===== src/rtl/fp_op_issue_if.sv =====
// fp_op_issue_if: issue-stage bus between the upstream producer and the
// fp_op_issue block.
//   Upstream side : in_valid, in_ready, a_in, b_in, o
//   Downstream    : out_valid, out_ready, a_out, b_out, o_out,
//                   special, special_result
//   Status        : div_by_zero (sticky), count (occupancy)
// Handshake: a transfer happens on a rising clk edge where valid and ready
// are both 1. The sender holds its payload stable while valid & ~ready. The
// receiver may drive ready independently of valid.
// slave modport = the issue block; master modport = its environment.
interface fp_op_issue_if #(
  parameter int M     = 8,
  parameter int N     = 23,
  parameter int DEPTH = 4
);
  localparam int W  = M + N + 1;
  localparam int CW = $clog2(DEPTH) + 1;

  logic          in_valid;
  logic          in_ready;
  logic [W-1:0]  a_in;
  logic [W-1:0]  b_in;
  logic [1:0]    o;
  logic          out_valid;
  logic          out_ready;
  logic [W-1:0]  a_out;
  logic [W-1:0]  b_out;
  logic [1:0]    o_out;
  logic          special;
  logic [W-1:0]  special_result;
  logic          div_by_zero;
  logic [CW-1:0] count;

  modport slave (
    input  in_valid, a_in, b_in, o, out_ready,
    output in_ready, out_valid, a_out, b_out, o_out,
           special, special_result, div_by_zero, count
  );

  modport master (
    output in_valid, a_in, b_in, o, out_ready,
    input  in_ready, out_valid, a_out, b_out, o_out,
           special, special_result, div_by_zero, count
  );
endinterface


===== src/rtl/fp_op_issue.sv =====
// fp_op_issue: upstream issue stage of the floating-point ALU.
// Buffers {A, B, op} in a DEPTH-entry FIFO. Each op is classified as it is
// pushed, and the FIFO stores whether the result is already resolved here
// (special) together with that result. The downstream datapaths then only
// ever see operands they can compute.
// Ports:
//   clk  - rising-edge clock
//   rst  - synchronous active-high reset, discards the FIFO
//   bus  - fp_op_issue_if.slave (push side, pop side, div_by_zero, count)
module fp_op_issue #(
  parameter int M     = 8,
  parameter int N     = 23,
  parameter int DEPTH = 4
) (
  input  logic          clk,
  input  logic          rst,
  fp_op_issue_if.slave  bus
);
  localparam int W  = M + N + 1;
  localparam int PW = $clog2(DEPTH);
  localparam int CW = PW + 1;
  localparam logic [CW-1:0] FULL_C = CW'(DEPTH);

  localparam logic [W-1:0] QNAN_C = {1'b0, {M{1'b1}}, 1'b1, {(N-1){1'b0}}};

  // Operand classification; denormals fold into zero.
  logic a_exp_ones, a_exp_zero, a_mant_zero;
  logic b_exp_ones, b_exp_zero, b_mant_zero;
  logic a_zero, a_inf, a_nan, b_zero, b_inf, b_nan;
  logic sgn;

  assign a_exp_ones  = &a_exp_field(bus.a_in);
  assign a_exp_zero  = ~|a_exp_field(bus.a_in);
  assign a_mant_zero = ~|bus.a_in[N-1:0];
  assign b_exp_ones  = &a_exp_field(bus.b_in);
  assign b_exp_zero  = ~|a_exp_field(bus.b_in);
  assign b_mant_zero = ~|bus.b_in[N-1:0];

  assign a_zero = a_exp_zero;
  assign a_inf  = a_exp_ones & a_mant_zero;
  assign a_nan  = a_exp_ones & ~a_mant_zero;
  assign b_zero = b_exp_zero;
  assign b_inf  = b_exp_ones & b_mant_zero;
  assign b_nan  = b_exp_ones & ~b_mant_zero;
  assign sgn    = bus.a_in[W-1] ^ bus.b_in[W-1];

  function automatic logic [M-1:0] a_exp_field(input logic [W-1:0] x);
    return x[W-2:N];
  endfunction

  // Resolution of the incoming op.
  logic         spec_c;
  logic [W-1:0] res_c;
  logic         dbz_c;

  always_comb begin
    spec_c = 1'b0;
    res_c  = '0;
    dbz_c  = 1'b0;
    case (bus.o)
      2'b11: begin
        if (a_nan | b_nan | (a_zero & b_zero) | (a_inf & b_inf)) begin
          spec_c = 1'b1;
          res_c  = QNAN_C;
        end else if (a_inf) begin
          spec_c = 1'b1;
          res_c  = {sgn, {M{1'b1}}, {N{1'b0}}};
        end else if (b_zero) begin
          // A is finite and nonzero here, so this is a genuine divide by zero.
          spec_c = 1'b1;
          res_c  = {sgn, {M{1'b1}}, {N{1'b0}}};
          dbz_c  = 1'b1;
        end else if (b_inf | a_zero) begin
          spec_c = 1'b1;
          res_c  = {sgn, {(W-1){1'b0}}};
        end
      end
      2'b10: begin
        if (a_nan | b_nan | (a_zero & b_inf) | (a_inf & b_zero)) begin
          spec_c = 1'b1;
          res_c  = QNAN_C;
        end
      end
      default: begin
        if (a_nan | b_nan) begin
          spec_c = 1'b1;
          res_c  = QNAN_C;
        end
      end
    endcase
  end

  // FIFO storage and control.
  logic [W-1:0]  a_mem [DEPTH];
  logic [W-1:0]  b_mem [DEPTH];
  logic [1:0]    o_mem [DEPTH];
  logic          s_mem [DEPTH];
  logic [W-1:0]  r_mem [DEPTH];

  logic [PW-1:0] wr_ptr, rd_ptr;
  logic [CW-1:0] count_q;
  logic          dbz_q;
  logic          ready_c, valid_c, push, pop;

  assign ready_c = (count_q < FULL_C) & ~rst;
  assign valid_c = (count_q != '0);
  assign push    = bus.in_valid & ready_c;
  assign pop     = valid_c & bus.out_ready;

  always_ff @(posedge clk) begin
    if (push) begin
      a_mem[wr_ptr] <= bus.a_in;
      b_mem[wr_ptr] <= bus.b_in;
      o_mem[wr_ptr] <= bus.o;
      s_mem[wr_ptr] <= spec_c;
      r_mem[wr_ptr] <= res_c;
    end
  end

  always_ff @(posedge clk) begin
    if (rst) begin
      wr_ptr  <= '0;
      rd_ptr  <= '0;
      count_q <= '0;
      dbz_q   <= 1'b0;
    end else begin
      if (push) begin
        wr_ptr <= wr_ptr + PW'(1);
        if (dbz_c) dbz_q <= 1'b1;
      end
      if (pop) rd_ptr <= rd_ptr + PW'(1);
      case ({push, pop})
        2'b10:   count_q <= count_q + CW'(1);
        2'b01:   count_q <= count_q - CW'(1);
        default: count_q <= count_q;
      endcase
    end
  end

  // Head fields read zero while empty so stale entries never leak out.
  assign bus.in_ready       = ready_c;
  assign bus.out_valid      = valid_c;
  assign bus.a_out          = valid_c ? a_mem[rd_ptr] : '0;
  assign bus.b_out          = valid_c ? b_mem[rd_ptr] : '0;
  assign bus.o_out          = valid_c ? o_mem[rd_ptr] : 2'b00;
  assign bus.special        = valid_c ? s_mem[rd_ptr] : 1'b0;
  assign bus.special_result = valid_c ? r_mem[rd_ptr] : '0;
  assign bus.div_by_zero    = dbz_q;
  assign bus.count          = count_q;
endmodule


===== src/flat_wrapper.sv =====
// flat-port wrapper written by rule: the top's interface ports become plain ports
module fp_op_issue_flat 
#(
  parameter int M     = 8,
  parameter int N     = 23,
  parameter int DEPTH = 4
)
  (clk, rst, bus_in_valid, bus_a_in, bus_b_in, bus_o, bus_out_ready, bus_in_ready, bus_out_valid, bus_a_out, bus_b_out, bus_o_out, bus_special, bus_special_result, bus_div_by_zero, bus_count);
  fp_op_issue_if #(.M(M), .N(N), .DEPTH(DEPTH)) bus_i ();
  input  logic clk;
  input  logic rst;
  input wire logic [$bits(bus_i.in_valid)-1:0] bus_in_valid;
  input wire logic [$bits(bus_i.a_in)-1:0] bus_a_in;
  input wire logic [$bits(bus_i.b_in)-1:0] bus_b_in;
  input wire logic [$bits(bus_i.o)-1:0] bus_o;
  input wire logic [$bits(bus_i.out_ready)-1:0] bus_out_ready;
  output wire logic [$bits(bus_i.in_ready)-1:0] bus_in_ready;
  output wire logic [$bits(bus_i.out_valid)-1:0] bus_out_valid;
  output wire logic [$bits(bus_i.a_out)-1:0] bus_a_out;
  output wire logic [$bits(bus_i.b_out)-1:0] bus_b_out;
  output wire logic [$bits(bus_i.o_out)-1:0] bus_o_out;
  output wire logic [$bits(bus_i.special)-1:0] bus_special;
  output wire logic [$bits(bus_i.special_result)-1:0] bus_special_result;
  output wire logic [$bits(bus_i.div_by_zero)-1:0] bus_div_by_zero;
  output wire logic [$bits(bus_i.count)-1:0] bus_count;
  assign bus_i.in_valid = bus_in_valid;
  assign bus_i.a_in = bus_a_in;
  assign bus_i.b_in = bus_b_in;
  assign bus_i.o = bus_o;
  assign bus_i.out_ready = bus_out_ready;
  assign bus_in_ready = bus_i.in_ready;
  assign bus_out_valid = bus_i.out_valid;
  assign bus_a_out = bus_i.a_out;
  assign bus_b_out = bus_i.b_out;
  assign bus_o_out = bus_i.o_out;
  assign bus_special = bus_i.special;
  assign bus_special_result = bus_i.special_result;
  assign bus_div_by_zero = bus_i.div_by_zero;
  assign bus_count = bus_i.count;
  fp_op_issue #(.M(M), .N(N), .DEPTH(DEPTH)) u_core (.clk(clk), .rst(rst), .bus(bus_i));
endmodule

===== config.mk =====
export PLATFORM = sky130hd
export DESIGN_NAME = fp_op_issue_flat
export DESIGN_NICKNAME = d
export VERILOG_FILES = /design/src/rtl/fp_op_issue_if.sv /design/src/rtl/fp_op_issue.sv /design/src/flat_wrapper.sv
export SDC_FILE = /design/constraint.sdc
export NUM_CORES = 1
export LEC_CHECK = 0
export BUFFER_PORTS_ARGS = -buffer_cell sky130_fd_sc_hd__buf_2
export CORE_MARGIN = 4
export CORE_UTILIZATION = 52
export CTS_CLUSTER_SIZE = 14
export DETAILED_ROUTE_END_ITERATION = 12
export GPL_TIMING_DRIVEN = 0
export PLACE_DENSITY = 0.74
export SYNTH_ARGS = -nofsm -noshare
export SYNTH_HDL_FRONTEND = slang
export SYNTH_SLANG_ARGS = --single-unit

===== constraint.sdc =====
create_clock -name clk -period 3.3 [get_ports clk]
set_input_delay 0.33 -clock clk [delete_from_list [all_inputs] [get_ports clk]]
set_output_delay 0.33 -clock clk [all_outputs]
set_load 0.02 [all_outputs]

==> results by group, run 1 <==
Clock network
  • Clock Latency Late Sink: 540 ps
  • Max Root-Sink Buffers: 3
  • Cts bufs inserted: 29
  • CTS tree: done
  • H-tree levels: 1
  • Clk slew on worst S/H paths: 60 ps
  • TritonCTS Sinks: 290
  • CTS Root Cell: clkbuf_16

Synthesis
  • Area leader, netlist: edfxtp_1
  • Top-area cell type share of the netlist area: 72.6%
  • Top_reg_cell synth: edfxtp_1
  • Synth top area cells: edfxtp_1 73%, mux4_2 14%, and2_1 4.0%
  • Syn_area_per_cell: 20.0 um2
  • Post-synth top cells: 280 x edfxtp_1, 74 x and2_1, 70 x mux4_2, 29 x buf_4, 17 x clkbuf_1
  • Post-synth EDFFs: 280
  • Register area share after synthesis: 74.3%
  • Yosys warnings: 0
  • Most common cell in the netlist: edfxtp_1
  • Synth unique cells: 36
  • Yosys reg bits: 290
  • Syn Inst Count: 578
  • Async S/R FF share, synth: 0%
  • Synthesized cell area: 11600 um2

Placed design
  • Port buffer count: 151
  • Post-place instance area: 12900 um2
  • DP Worst Slack: 573 ps
  • Final HPWL DP: 15200 um
  • Routability cong.: 0.737

Global routing
  • Grt met1 use: 24.6%
  • Most used routing layer: met2
  • Global Route met3 Usage: 4.18%
  • First-pass GRT wire length: 35600 um
  • Tot GR Track Use: 18.8%
  • Initial antenna violation count: 7
  • Largest net degree at the start of global routing: 55
  • GR Util met2: 32.4%
  • Number of global-route vias before repair: 6494
  • GR Overflow Total: 0

Pwr
  • Pint: 7.62 mW
  • NetSw: 3.19 mW
  • P per Cell Area: 777 nW/um2
  • Final Total Pwr: 10.8 mW
  • Logic pwr share: 29.2%
  • Clock power frac: 31.1%
  • Net Sw Frac: 29.5%
  • Worst vdd rail ir drop: 459 uV
  • Reg power frac: 39.7%
  • Leak pwr: 4.89 nW

Routing
  • Total wire length: 23100 um
  • Initial DRC count: 395
  • WL/cell: 21.2 um
  • DRT Pass-1 Iters: 5
  • Via count: 5990
  • Via density: 5.48
  • DRC: 0
  • Final ANT Viol Nets: 0

Floorplan
  • I/O Pins: 175
  • Die X-Extent: 157 um
  • Chip height: 157 um
  • Site row count: 54
  • Initial core utilization: 52.9%
  • Core ar.: 21900 um2
  • Die area: 24700 um2

Final layout
  • Fin nets: 862
  • Fraction of layout cells with a size suffix above 1: 39.1%
  • Multi-input gate area: 2720 um2
  • Area added between synthesis and finish: 20.1%
  • Fill cells: 1516
  • Design area: 13900 um2
  • Storage element area: 8610 um2
  • Finished Core Util: 63.5%

Critical path
  • Largest stage delay, worst path: 560 ps
  • Critical Path, Cell by Cell: clkbuf_1 -> buf_2 -> mux4_2 -> and2_1 -> buf_4 -> buf_2
  • Startpoint Class: register
  • Crit Path Max Fanout: 10
  • Crit path DAT: 2780 ps
  • Slowest stage cell, crit path: mux4_2
  • CP most frequent cell: buf_2
  • FF-to-FF Start: u_core.bus.count[1]$_SDFFE_PP0P_
  • Reg2reg path depth: 9
  • Critical Path RT: 2970 ps
  • R2R Setup Slk: 560 ps
  • Crit. End Element: primary output
  • Worst flop-to-flop path endpoint: u_core.bus.count[2]$_SDFFE_PP0P_
  • Kind of critical path: register to primary output

Timing
  • Worst-Margin Slew: 791 ps
  • Hold WS: 26.5 ps
  • Slack of the critical path: 185 ps
  • Min Tclk post-route: 3110 ps
  • Setup Skew: 12.6 ps
  • Final hold viol count: 0
  • Final Cycle Share: 94.4%
  • Max-slew violations: 0
  • Fmax: 0.321 GHz
  • Slew Limit Headroom: 47.2%
  • Unrepaired setup endpoints after global routing: no
  • Setup violators final: 0

Min path
  • Hold WC Path Type: input pin to register
  • Hold Startpoint: bus_a_in[6]
  • Hold endpoint: u_core.a_mem[1][6]$_DFFE_PP_
  • Hold Crit Depth: 1

Status
  • Status: finished clean

Flow run
  • MaxCap Viol Count: 0
-- worst max-delay path by stage --
stage	from	slack [ps]	endpoint	cells after the start
global placement	rst	-830	u_core.b_mem[1][16]$_DFFE_PP_	3
floorplan	rst	200	u_core.a_mem[0][0]$_DFFE_PP_	3
detailed placement	u_core.bus.count[2]$_SDFFE_PP0P_	570	u_core.bus.count[2]$_SDFFE_PP0P_	9
CTS	register	110	bus_special_result[26]	6
global route	register	2	bus_special_result[24]	6
finish	register	190	bus_special_result[26]	6
-- cell families (layout without fill, tap and decap cells) --
| logic type | after synthesis | count (layout) | share of synthesized area [%] |
|---|---|---|---|
| mux | 70 | 70 | 13.6 |
| fa+ha+maj | 6 | 6 | 0.713 |
| flops | 290 | 290 | 74.3 |
| buf+inv | 62 | 272 | 3.05 |
| other cells | 1 | 26 | 0.0324 |
| xor+xnor | 6 | 6 | 0.454 |
| simple gates | 129 | 129 | 6.90 |
| compound gates | 14 | 14 | 0.929 |
-- what timing repair did --
action                     CTS  global route
setup endpoints to repair    0             0
hold endpoints to repair     3             0
hold buffers                 1             0
setup buffers                0             0
gates resized for setup      0             0
-- power by group through the flow --
stage	combinational, mW	clock (mW)	sequential (mW)
floorplan	2.16	0	4.38
detailed placement	3.21	0	4.37
CTS	3.22	3.44	4.29
finish	3.16	3.36	4.29
global route	3.43	3.61	4.30
global placement	3.13	0	4.38
-- worst max-delay path: cells and delay by family (launching register included) --
| family | cells | cell delay (ps) |
|---|---|---|
| buf+inv | 4 | 1120 |
| mux | 1 | 560 |
| flops | 1 | 300 |
| simple gates | 1 | 250 |
-- through the flow --
step / TNS [ps] / cells
after floorplan: 0 / 599
after global placement: -228420 / 1030
after detailed placement: 0 / 1034
after CTS: 0 / 1089
after global routing: 0 / 1093
final: 0 / 1093
-- placed cells by master (no fill, tap or decap), drive strengths merged, types with 5 or more instances in the layout --
master / Yosys / layout
ha: 5 / 5
bufinv: 0 / 6
inv: 7 / 8
edfxtp: 280 / 280
nor4: 16 / 16
mux4: 70 / 70
and2: 75 / 75
clkinv: 0 / 10
nand2: 6 / 6
nor2: 9 / 9
nand4: 7 / 7
clkbuf: 17 / 53
buf: 38 / 193
and3: 5 / 5
dfxtp: 10 / 10
conb: 1 / 22
-- final cells by class --
type,count,share of cell area (%)
multi-input cells,247,19.6
diodes,4,0.0720
well taps,280,2.52
clock buffers,36,5.41
plain buffers,55,2.35
flip-flops and latches,290,61.9
inverters,7,0.189
clock inverters,18,1.72
repair buffers,156,6.30
-- state kept, by name, summed over array words and instances (netlist names), named ones only --
| signal | flops |
|---|---|
| u_core.a_mem | 128 |
| u_core.b_mem | 128 |
| u_core.r_mem | 12 |
| u_core.o_mem | 8 |
| u_core.s_mem | 4 |
| u_core.bus.count | 3 |
| u_core.rd_ptr | 2 |
| u_core.wr_ptr | 2 |
| u_core.bus.div_by_zero | 1 |
-- per-layer routing --
| layer | share of wire (%) | vias to the layer above |
|---|---|---|
| met5 | 0.19 | - |
| met4 | 1.8 | 6 |
| met3 | 6.9 | 43 |
| met2 | 52 | 188 |
| met1 | 39 | 3053 |
| li1 | - | 2700 |
Note: power is estimated with default switching activity, not from simulation.
==> inputs of run 2 (changes only) <==
--- a/config.mk
+++ b/config.mk
@@ -10,7 +10,7 @@
 export CORE_UTILIZATION = 52
 export CTS_CLUSTER_SIZE = 14
 export DETAILED_ROUTE_END_ITERATION = 12
-export GPL_TIMING_DRIVEN = 0
+export GPL_TIMING_DRIVEN = 1
 export PLACE_DENSITY = 0.74
 export SYNTH_ARGS = -nofsm -noshare
 export SYNTH_HDL_FRONTEND = slang
==> run 2 against run 1 <==
Flip-flop and latch count did not move. Utilization fell by 1.8 points. Worst setup slack improved by 390 ps. Highest routed layer unchanged.
==> results by group, run 2 (synthesis gave the netlist of run 1 again) <==
Pwr
  • Reg power frac: 42.7% (+3.0 points)
  • Logic pwr share: 28.5% (-0.7 points)
  • Clock power frac: 28.8% (-2.3 points)
  • NetSw: 3.15 mW (-1.4%)
  • Worst vdd rail ir drop: 434 uV (-5.5%)
  • Pint: 7.17 mW (-6.0%)
  • P per Cell Area: 763 nW/um2 (-1.8%)
  • Net Sw Frac: 30.5% (+0.99 points)
  • Leak pwr: 4.63 nW (-5.3%)
  • Final Total Pwr: 10.3 mW (-4.6%)

Global routing
  • Initial antenna violation count: 4 (-3)
  • Number of global-route vias before repair: 6210 (-4.4%)
  • First-pass GRT wire length: 35000 um (-1.6%)
  • Largest net degree at the start of global routing: 72 (+31%)
  • Tot GR Track Use: 18.3% (-0.48 points)
  • GR Overflow Total: 0 (unchanged)

Floorplan
  • Die area: 24700 um2 (unchanged)
  • Die X-Extent: 157 um (unchanged)
  • Core ar.: 21900 um2 (unchanged)
  • Initial core utilization: 52.9% (unchanged)
  • Chip height: 157 um (unchanged)
  • I/O Pins: 175 (unchanged)
  • Site row count: 54 (unchanged)

Clock network
  • Clock Latency Late Sink: 540 ps (about the same)
  • CTS resizes: 0 (unchanged)
  • CTS tree: done
  • # hold bufs at CTS: 0 (-1)
  • Max Root-Sink Buffers: 3 (unchanged)
  • H-tree levels: 1 (unchanged)
  • CTS Root Cell: clkbuf_16
  • TritonCTS Sinks: 290 (unchanged)
  • Clk slew on worst S/H paths: 60 ps (about the same)
  • Setup Buffers After CTS: 0 (unchanged)
  • Cts bufs inserted: 29 (unchanged)

Timing
  • Hold WS: 23.8 ps (-2.69 ps)
  • Unrepaired setup endpoints after global routing: no
  • Fmax: 0.367 GHz (+14%)
  • Setup violators final: 0 (unchanged)
  • Min Tclk post-route: 2730 ps (-390 ps)
  • Worst-Margin Slew: 717 ps (-74.6 ps)
  • Setup Skew: 24.1 ps (+11.5 ps)
  • Setup TNS: 0 ps (unchanged)
  • Final Cycle Share: 82.6% (-12 points)
  • Max-slew violations: 0 (unchanged)
  • Final hold viol count: 0 (unchanged)
  • Slew Limit Headroom: 52.2% (+5.0 points)
  • Slack of the critical path: 575 ps (+390 ps)

Final layout
  • Commonest cells after routing, fill and taps aside: 280 x edfxtp_1, 152 x buf_2, 74 x and2_1
  • Fin nets: 813 (-5.7%)
  • Largest registers: u_core.a_mem: 128 flops, u_core.b_mem: 128 flops, u_core.r_mem: 12 flops
  • Most common cell after layout, fill and taps aside: edfxtp_1
  • Non-Filler Instances: 1040 (-4.8%)
  • Design area: 13500 um2 (-2.9%)
  • Area added between synthesis and finish: 16.6%
  • Finished Core Util: 61.7% (-1.8 points)
  • Fraction of layout cells with a size suffix above 1: 37.8% (-1.2 points)

Critical path
  • Startpoint Class: register
  • Crit. End Element: primary output
  • Reg2reg path depth: 9 (unchanged)
  • R2R Setup Slk: 1120 ps (+560 ps)
  • Critical Path End: bus_b_out[11]
  • Crit Path Max Fanout: 28 (+18)
  • Critical Path RT: 2970 ps (about the same)
  • FF-to-FF Start: u_core.bus.count[2]$_SDFFE_PP0P_
  • Kind of critical path: register to primary output
  • Worst flop-to-flop path endpoint: u_core.bus.count[2]$_SDFFE_PP0P_
  • Crit path DAT: 2400 ps (-380 ps)

Placed design
  • Placed cells: 986 (-4.6%)
  • Post-place instance area: 12600 um2 (-2.0%)
  • Final HPWL DP: 14100 um (-7.3%)
  • Port buffer count: 152 (+0.66%)
  • DP Worst Slack: 996 ps (+423 ps)
  • Routability cong.: 0.741 (+0.56%)

Routing
  • Via count: 5874 (-1.9%)
  • Initial DRC count: 333 (-16%)
  • DRC: 0 (unchanged)
  • DRT Pass-1 Iters: 4 (-1)
  • WL/cell: 21.9 um (+3.5%)
  • Via density: 5.65 (+3.1%)
  • Final ANT Viol Nets: 0 (unchanged)
  • Total wire length: 22800 um (-1.5%)

Flow run
  • MaxCap Viol Count: 0 (unchanged)

Min path
  • Hold Startpoint: bus_a_in[6]
  • Hold WC Path Type: input pin to register

Status
  • Status: finished clean
-- run 2: worst min path at each step --
stage | to | slack, ps | cells after the start
floorplan | u_core.a_mem[0][0]$_DFFE_PP_ | 430 | 0
global placement | u_core.bus.div_by_zero$_SDFFE_PP0P_ | 450 | 2
detailed placement | u_core.bus.div_by_zero$_SDFFE_PP0P_ | 460 | 2
CTS | u_core.a_mem[1][6]$_DFFE_PP_ | 5 | 1
global route | u_core.b_mem[1][12]$_DFFE_PP_ | 10 | 1
finish | u_core.a_mem[1][6]$_DFFE_PP_ | 20 | 1
-- run 2: power by group through the flow --
stage	registers [mW]	clock network, mW	logic (mW)
6_report	4.40	2.97	2.94
5_1_grt	4.43	3.21	3.17
4_1_cts	4.41	3.04	3.02
3_5_place_dp	4.49	0	3.00
3_3_place_gp	4.47	0	2.96
2_1_floorplan	4.38	0	2.16
-- run 2: cell type report --
| type | count | area [um2] |
|---|---|---|
| flip-flops and latches | 290 | 8620 |
| fillers | 1549 | 8380 |
| multi-input cells | 247 | 2720 |
| repair buffers | 162 | 923 |
| clock buffers | 34 | 744 |
| well taps | 280 | 350 |
| clock inverters | 19 | 124 |
| inverters | 7 | 26.3 |
| diodes | 1 | 2.50 |
-- run 2: worst max-delay path, stage by stage (launching register included) --
cell and delay, ps:
dfxtp_4 650, buf_12 310, mux4_2 540, and2_1 170
buf_2 160
-- run 2: routing by layer --
layer	share of wire, %	vias to the layer above	global-route usage (%)
li1	-	2586	-
met1	39	3014	24.4
met2	52	226	31.9
met3	6.3	42	2.78
met4	2.4	6	5.16
met5	0.20	-	0
